### config.mk
export PLATFORM = sky130hd
export DESIGN_NAME = effect_tap_mixer
export DESIGN_NICKNAME = d
export VERILOG_FILES = /design/src/rtl/effect_tap_mixer.sv
export SDC_FILE = /design/constraint.sdc
export NUM_CORES = 1
export LEC_CHECK = 0
export ABC_AREA = 1
export BUFFER_PORTS_ARGS = -buffer_cell sky130_fd_sc_hd__buf_4
export CORE_ASPECT_RATIO = 2
export CORE_MARGIN = 2
export CORE_UTILIZATION = 55
export CTS_CLUSTER_SIZE = 16
export DETAILED_ROUTE_END_ITERATION = 8
export GPL_ROUTABILITY_DRIVEN = 1
export PLACE_DENSITY = 0.8
export SKIP_LAST_GASP = 1
export SLEW_MARGIN = 20
export SYNTH_ARGS = -nofsm -noshare
export SYNTH_HDL_FRONTEND = slang
export SYNTH_SLANG_ARGS = --single-unit
export TNS_END_PERCENT = 100
### constraint.sdc
create_clock -name clk -period 5.9 [get_ports clk]
set_clock_uncertainty 0.1 [all_clocks]
set_input_delay 1.77 -clock clk [delete_from_list [all_inputs] [get_ports clk]]
set_output_delay 1.77 -clock clk [all_outputs]
set_load 0.005 [all_outputs]
### src/rtl/effect_tap_mixer.sv
// Effect tap mixer: per sample strobe, reads reverb/chorus taps from the circular
// sample buffer and mixes them with the dry sample. Option macro: CHORUS_LFO_EN.
module effect_tap_mixer #(
  parameter int ADDR_W     = 16,
  parameter int DATA_W     = 12,
  parameter int REV_DELAY  = 4800,
  parameter int CHOR_BASE  = 600,
  parameter int CHOR_DEPTH = 120
) (
  input  logic              clk,
  input  logic              reset,
  input  logic              start,
  input  logic [ADDR_W-1:0] wr_address,
  input  logic [DATA_W-1:0] dry_sample,
  input  logic              chorus_on,
  input  logic              reverb_on,
  output logic [ADDR_W-1:0] mem_addr,
  output logic              mem_rd,
  input  logic [15:0]       mem_data,
  output logic [15:0]       mix_out,
  output logic              mix_valid,
  output logic              busy,
  output logic              overrun
);

  typedef enum logic [2:0] {
    IDLE, REV_RD, REV_CAP, CHOR_RD, CHOR_CAP, SUM, DONE
  } state_t;

  localparam int ACC_W = DATA_W + 2;
  localparam logic signed [ACC_W-1:0] SAT_MAX = ACC_W'(2**(DATA_W-1) - 1);
  localparam logic signed [ACC_W-1:0] SAT_MIN = ACC_W'(-(2**(DATA_W-1)));

  state_t              state;
  logic [DATA_W-1:0]   dry_q, rev_q, chor_q;
  logic                rev_en, chor_en;
  logic [ADDR_W-1:0]   chor_offset;
  logic [ADDR_W-1:0]   rev_addr, chor_addr;
  logic [DATA_W-1:0]   mix_word;
  logic signed [ACC_W-1:0] dry_s, rev_s, chor_s, acc;
  logic                mem_data_unused;

  assign mem_data_unused = ^mem_data[15:DATA_W];

  // Overrun must flag the very cycle the stray strobe arrives, so it is not registered.
  assign overrun = start & busy;

  assign rev_addr  = wr_address - ADDR_W'(REV_DELAY);
  assign chor_addr = wr_address - chor_offset;

`ifdef CHORUS_LFO_EN
  logic [ADDR_W-1:0] lfo;
  logic              lfo_up;

  assign chor_offset = ADDR_W'(CHOR_BASE) + lfo;

  // Triangle 0..CHOR_DEPTH; advances only after a sample that actually used the chorus tap.
  always_ff @(posedge clk or negedge reset) begin
    if (!reset) begin
      lfo    <= '0;
      lfo_up <= 1'b1;
    end else if (state == DONE && chor_en && CHOR_DEPTH > 0) begin
      if (lfo_up) begin
        lfo <= lfo + 1'b1;
        if (lfo + 1'b1 == ADDR_W'(CHOR_DEPTH)) lfo_up <= 1'b0;
      end else begin
        lfo <= lfo - 1'b1;
        if (lfo == ADDR_W'(1)) lfo_up <= 1'b1;
      end
    end
  end
`else
  assign chor_offset = ADDR_W'(CHOR_BASE);
`endif

  // Offset-binary to two's complement is an MSB flip; sign-extend to accumulator width.
  function automatic logic signed [ACC_W-1:0] to_signed(input logic [DATA_W-1:0] x);
    return $signed({{2{~x[DATA_W-1]}}, ~x[DATA_W-1], x[DATA_W-2:0]});
  endfunction

  // NOTE: every always_comb output gets a default first so no path can infer a latch.
  always_comb begin
    dry_s  = to_signed(dry_q);
    rev_s  = '0;
    chor_s = '0;
    if (rev_en)  rev_s  = to_signed(rev_q) >>> 1;
    if (chor_en) chor_s = to_signed(chor_q) >>> 1;
    acc = dry_s + rev_s + chor_s;
    if (acc > SAT_MAX)      mix_word = '1;
    else if (acc < SAT_MIN) mix_word = '0;
    else                    mix_word = {~acc[DATA_W-1], acc[DATA_W-2:0]};
  end

  // NOTE: sequential state uses non-blocking assignments so all registers update together.
  always_ff @(posedge clk or negedge reset) begin
    if (!reset) begin
      state     <= IDLE;
      dry_q     <= '0;
      rev_q     <= '0;
      chor_q    <= '0;
      rev_en    <= 1'b0;
      chor_en   <= 1'b0;
      mem_addr  <= '0;
      mem_rd    <= 1'b0;
      mix_out   <= '0;
      mix_valid <= 1'b0;
      busy      <= 1'b0;
    end else begin
      mem_rd    <= 1'b0;
      mix_valid <= 1'b0;
      case (state)
        IDLE: begin
          if (start) begin
            dry_q   <= dry_sample;
            rev_en  <= reverb_on;
            chor_en <= chorus_on;
            busy    <= 1'b1;
            if (reverb_on) begin
              state    <= REV_RD;
              mem_rd   <= 1'b1;
              mem_addr <= rev_addr;
            end else if (chorus_on) begin
              state    <= CHOR_RD;
              mem_rd   <= 1'b1;
              mem_addr <= chor_addr;
            end else begin
              state <= SUM;
            end
          end
        end
        REV_RD:  state <= REV_CAP;
        REV_CAP: begin
          rev_q <= mem_data[DATA_W-1:0];
          if (chor_en) begin
            state    <= CHOR_RD;
            mem_rd   <= 1'b1;
            mem_addr <= chor_addr;
          end else begin
            state <= SUM;
          end
        end
        CHOR_RD:  state <= CHOR_CAP;
        CHOR_CAP: begin
          chor_q <= mem_data[DATA_W-1:0];
          state  <= SUM;
        end
        SUM: begin
          mix_out   <= 16'(mix_word);
          mix_valid <= 1'b1;
          state     <= DONE;
        end
        DONE: begin
          state <= IDLE;
          busy  <= 1'b0;
        end
        default: begin
          state <= IDLE;
          busy  <= 1'b0;
        end
      endcase
    end
  end

endmodule

* Yosys cells after proc, flatten, opt, wreduce, memory -nomap -nowiden *
Cells that the tools add are included.

storage, ports and cells
  input port bits = 49
  output and inout bits = 36
  word-level logic and storage cells = 59
  register bits after elaboration = 72

operators by class
  muxes and demuxes = 22
  bitwise operators = 6
  equal/unequal tests = 8
  $lt $le $gt $ge = 2
  add/subtract/negate cells = 4
  reductions and logical operators = 6

operators with widths
  cell                                                                               number
  16-bit two-way mux                                                                 4
  16-bit case mux with 2 select lines                                                1
  14-bit two-way mux                                                                 2
  12-bit two-way mux                                                                 2
  3-bit case mux with 6 select lines                                                 1
  16-bit by 10-bit subtractor with 16-bit output, second input constant              1
  16-bit by 13-bit subtractor with 16-bit output, second input constant              1
  12-bit by 14-bit adder with 14-bit output                                          1
  14-bit adder                                                                       1
  14-bit by 12-bit greater-than comparator with 1-bit output, second input constant  1
  14-bit by 12-bit less-than comparator with 1-bit output, second input constant     1
  3-bit two-way mux                                                                  4
  3-bit by 2-bit == test with 1-bit output, second input constant                    2
  3-bit == test, second input constant                                               2
  1-bit two-way mux                                                                  6
  1-bit NOT                                                                          5
  5-bit OR reduction                                                                 1
  2-bit != test, second input constant                                               2
  1-bit case mux with 2 select lines                                                 2
  2-bit AND reduction                                                                2
  4-bit AND reduction                                                                1
  3-bit by 1-bit == test with 1-bit output, second input constant                    1
  3-bit logical NOT                                                                  1
  3-bit != test, second input constant                                               1
  other kinds (2)                                                                    2

* Depth between registers and ports, before layout *
  word-level depth = 7
  depth in mapped cells = 18
  mapped depth without buffers = 16

* Worst setup path before layout *
OpenSTA, ideal clock, no wires.

  path kind = input-to-output
  start = in start
  end = out overrun
  path slack = 2176 ps
  buffers on the path = 0
  required time = 4030 ps
  data arrival time = 1854 ps
  stages = 2
  path through = nand2_1 > inv_1

on the way
  cells in the longest elaborated chain, start to end = 1

ends and longest elaborated chain
  element          line  text
  start, declared  12    input logic start,
  1-bit AND        46    assign overrun = start & busy;
  end, declared    23    output logic overrun

No other way between the ends.

* Worst setup path in the final report *
Same ends and word-level chain as after synthesis.

==> run_results.csv <==
group,metric,value,unit
run_status,status,"finished clean",
grt,grt_util_all_layers,23.1,%
critical_path,start_kind,"primary input",
yosys,ys_seq_elements,70,
critical_path,r2r_slack,2.23,ns
placed_design,gp_congestion,0.933,
yosys,ys_seq_area_share,40.0,%
run,maxCapViolCount,0,
routing,wl_per_cell,12.2,um
clock_tree,tritoncts,"done",
die,dieHeight,130,um
routing,wl,9080,um
routing,drtIter0Drc,169,
placed_design,dp_hpwl,6800,um
die,core_area,0.00783,mm^2
hold_path,min_path_type,"register to register",
routing,via_count,3742,
critical_path,cpPeakStageDelay,0.13,ns
yosys,synthFlopType,"dfrtp_1",
timing,min_period_over_period,67.4,%
yosys,async_reset_ff_share,100,%
yosys,synth_cells,576,
timing,rsz0062_at_grt,"false",
clock_tree,cts-hold-fix-buffers,0,
placed_design,portBuffers,75,
critical_path,path_common_cell,"buf_4",
final_layout,final_nets,723,
routing,drc,0,
timing,tightest_slew,0.865,ns
grt,grt_overflow,0,
power,peakVddDrop,0.000349,V
critical_path,crit_arrival,2.11,ns
yosys,ys_types,31,
power,total_power,0.00322,W
grt,grt_pass1_vias,3481,
final_layout,layout_commonest_cell,"nand2_1",
clock_tree,htreeDepth,3,
final_layout,synthToLayoutAreaGrowth,20.1,%
power,p_leak,3.00,nW
timing,setup_total_negative_slack,0,ns
yosys,syn_area_per_cell,7.60,um^2
critical_path,r2r_end,"mix_out[0]$_DFFE_PN0P_",
routing,ant_nets,0,
final_layout,drive_gt1_share,20.3,%
critical_path,crit_slowest_cell,"buf_4",
timing,slew_violations,0,
clock_tree,clk_latency,0.33,ns
yosys,yosys_warnings,0,
die,die_w,67.1,um
timing,finalCriticalPeriod,3.98,ns
clock_tree,cts.sinks,70,
die,die_area,0.00874,mm^2
grt,grt_first_pass_wirelength,15400,um
die,boundaryPins,85,
die,num_rows,46,
critical_path,critPathKind,"primary input to output pin",
power,powerDensity,612,mW/mm^2
routing,firstDrtPassIters,6,
routing,drt-vias-per-instance,5.02,
clock_tree,cts_setup_buffers,0,
clock_tree,cts_resized,0,
timing,hold_viol_final,0,
critical_path,rr_worst_depth,15,
grt,grt_antenna_before_repair,0,
yosys,synth-edff-count,0,
critical_path,cp.required,4.03,ns
yosys,syn_area,0.00438,mm^2
timing,finalSetupViolCount,0,
die,initial_core_util,56.0,%
timing,fmax,251,MHz
critical_path,timing.rr.start,"chor_en$_DFFE_PN0P_",
clock_tree,root_buffer,"clkbuf_16",
final_layout,diodes,0,
hold_path,whs_endpoint,"mem_addr[5]$_DFFE_PN0P_",
hold_path,min_path_cells,2,
clock_tree,clkSlewWorstSetupHoldPaths,0.06,ns
critical_path,path_cells,"buf_4, nand2_1, inv_1, buf_4",
timing,slew_headroom,42.3,%
clock_tree,cts_buffers,9,
final_layout,mostFrequentLayoutCells,"nand2_1 (193), inv_1 (91), buf_4 (76), dfrtp_1 (70), o21ai_0 (41)",
critical_path,crit_path_end_kind,"output pin",
hold_path,hp-start,"mem_addr[5]$_DFFE_PN0P_",
critical_path,cp_max_fo,4,
grt,grt_start_max_net_pins,71,
clock_tree,clockBufferDepth,2,
-- cells by family after synthesis --
logic type | count (synthesis) | share of synthesized area (%)
other | 1 | 0.0856
buffers and inverters | 115 | 10.9
and+or+nand+nor | 269 | 25.8
xor gates and xnor gates | 11 | 2.20
DFF | 70 | 40.0
adders and majority gates | 28 | 10.2
AOI/OAI and AO/OA | 82 | 10.9
-- worst max-delay path, delay by kind of cell --
kind                   cells  cell delay [ns]
buffers and inverters      3             0.28
AND/OR/NAND/NOR            1             0.05
-- how the worst max path moves through the flow --
stage | from | endpoint | cells past startpoint
2_1_floorplan | start | overrun | 2
3_3_place_gp | start | overrun | 4
3_5_place_dp | start | overrun | 4
4_1_cts | start | overrun | 4
5_1_grt | start | overrun | 4
6_report | start | overrun | 4
-- stage by stage --
step / instances / hold slack (ns) / utilization, % / setup slack, ns / cell area [um^2]
3_3_place_gp: 731 / 0.365 / 63.4 / 1.92 / 4960
3_5_place_dp: 731 / 0.368 / 63.4 / 1.92 / 4960
2_1_floorplan: 579 / 0.353 / - / 2.18 / 4390
6_report: 746 / 0.384 / 67.2 / 1.92 / 5260
5_1_grt: 746 / 0.401 / 67.2 / 1.89 / 5260
4_1_cts: 746 / 0.384 / 67.2 / 1.92 / 5260
-- layout make-up --
class / instances / area [um^2]
repair buffers: 76 / 571
flip-flops and latches: 70 / 1750
fillers: 698 / 2560
inverters: 95 / 357
well taps: 96 / 120
multi-input cells: 394 / 2160
clock buffers: 10 / 239
clock inverters: 5 / 60.1
-- flip-flops by register name (all words and copies together) (netlist names) --
register and flops:
busy 1, mix_out 12, mem_addr 16, chor_q 11, rev_q 11, dry_q 12
mem_rd 1, mix_valid 1, rev_en 1, state 3, chor_en 1
-- synthesized netlist by cell type, types with 4 or more instances --
master	count	share of area (%)
inv_2	4	0.34
inv_1	91	7.8
ha_1	15	4.3
a31oi_1	6	0.86
fa_1	13	5.9
buf_4	7	1.2
nor2_2	5	0.71
nand2_1	193	17
nand2_2	6	0.86
nor2_1	23	2.0
xor2_1	8	1.6
a21oi_2	11	2.2
dfrtp_1	70	40
or2_2	12	1.7
clkbuf_1	9	0.77
a21oi_1	16	1.8
nand4_1	7	1.0
nand3_1	18	2.1
o21ai_0	41	4.7
-- power by group --
group,switching [W],internal [W]
logic,0.00108,0.000729
registers,0.000153,0.000715
clock network,0.000205,0.000337
total,0.00144,0.00178
-- routing by layer --
layer / GRT usage (%) / wire length (um) / vias up
li1: - / - / 1916
met3: 4.57 / 355 / 20
met5: 0 / 0 / -
met1: 29.9 / 3990 / 1701
met4: 9.36 / 206 / 0
met2: 37.6 / 4530 / 105
Power figures use the tool's default switching activity.
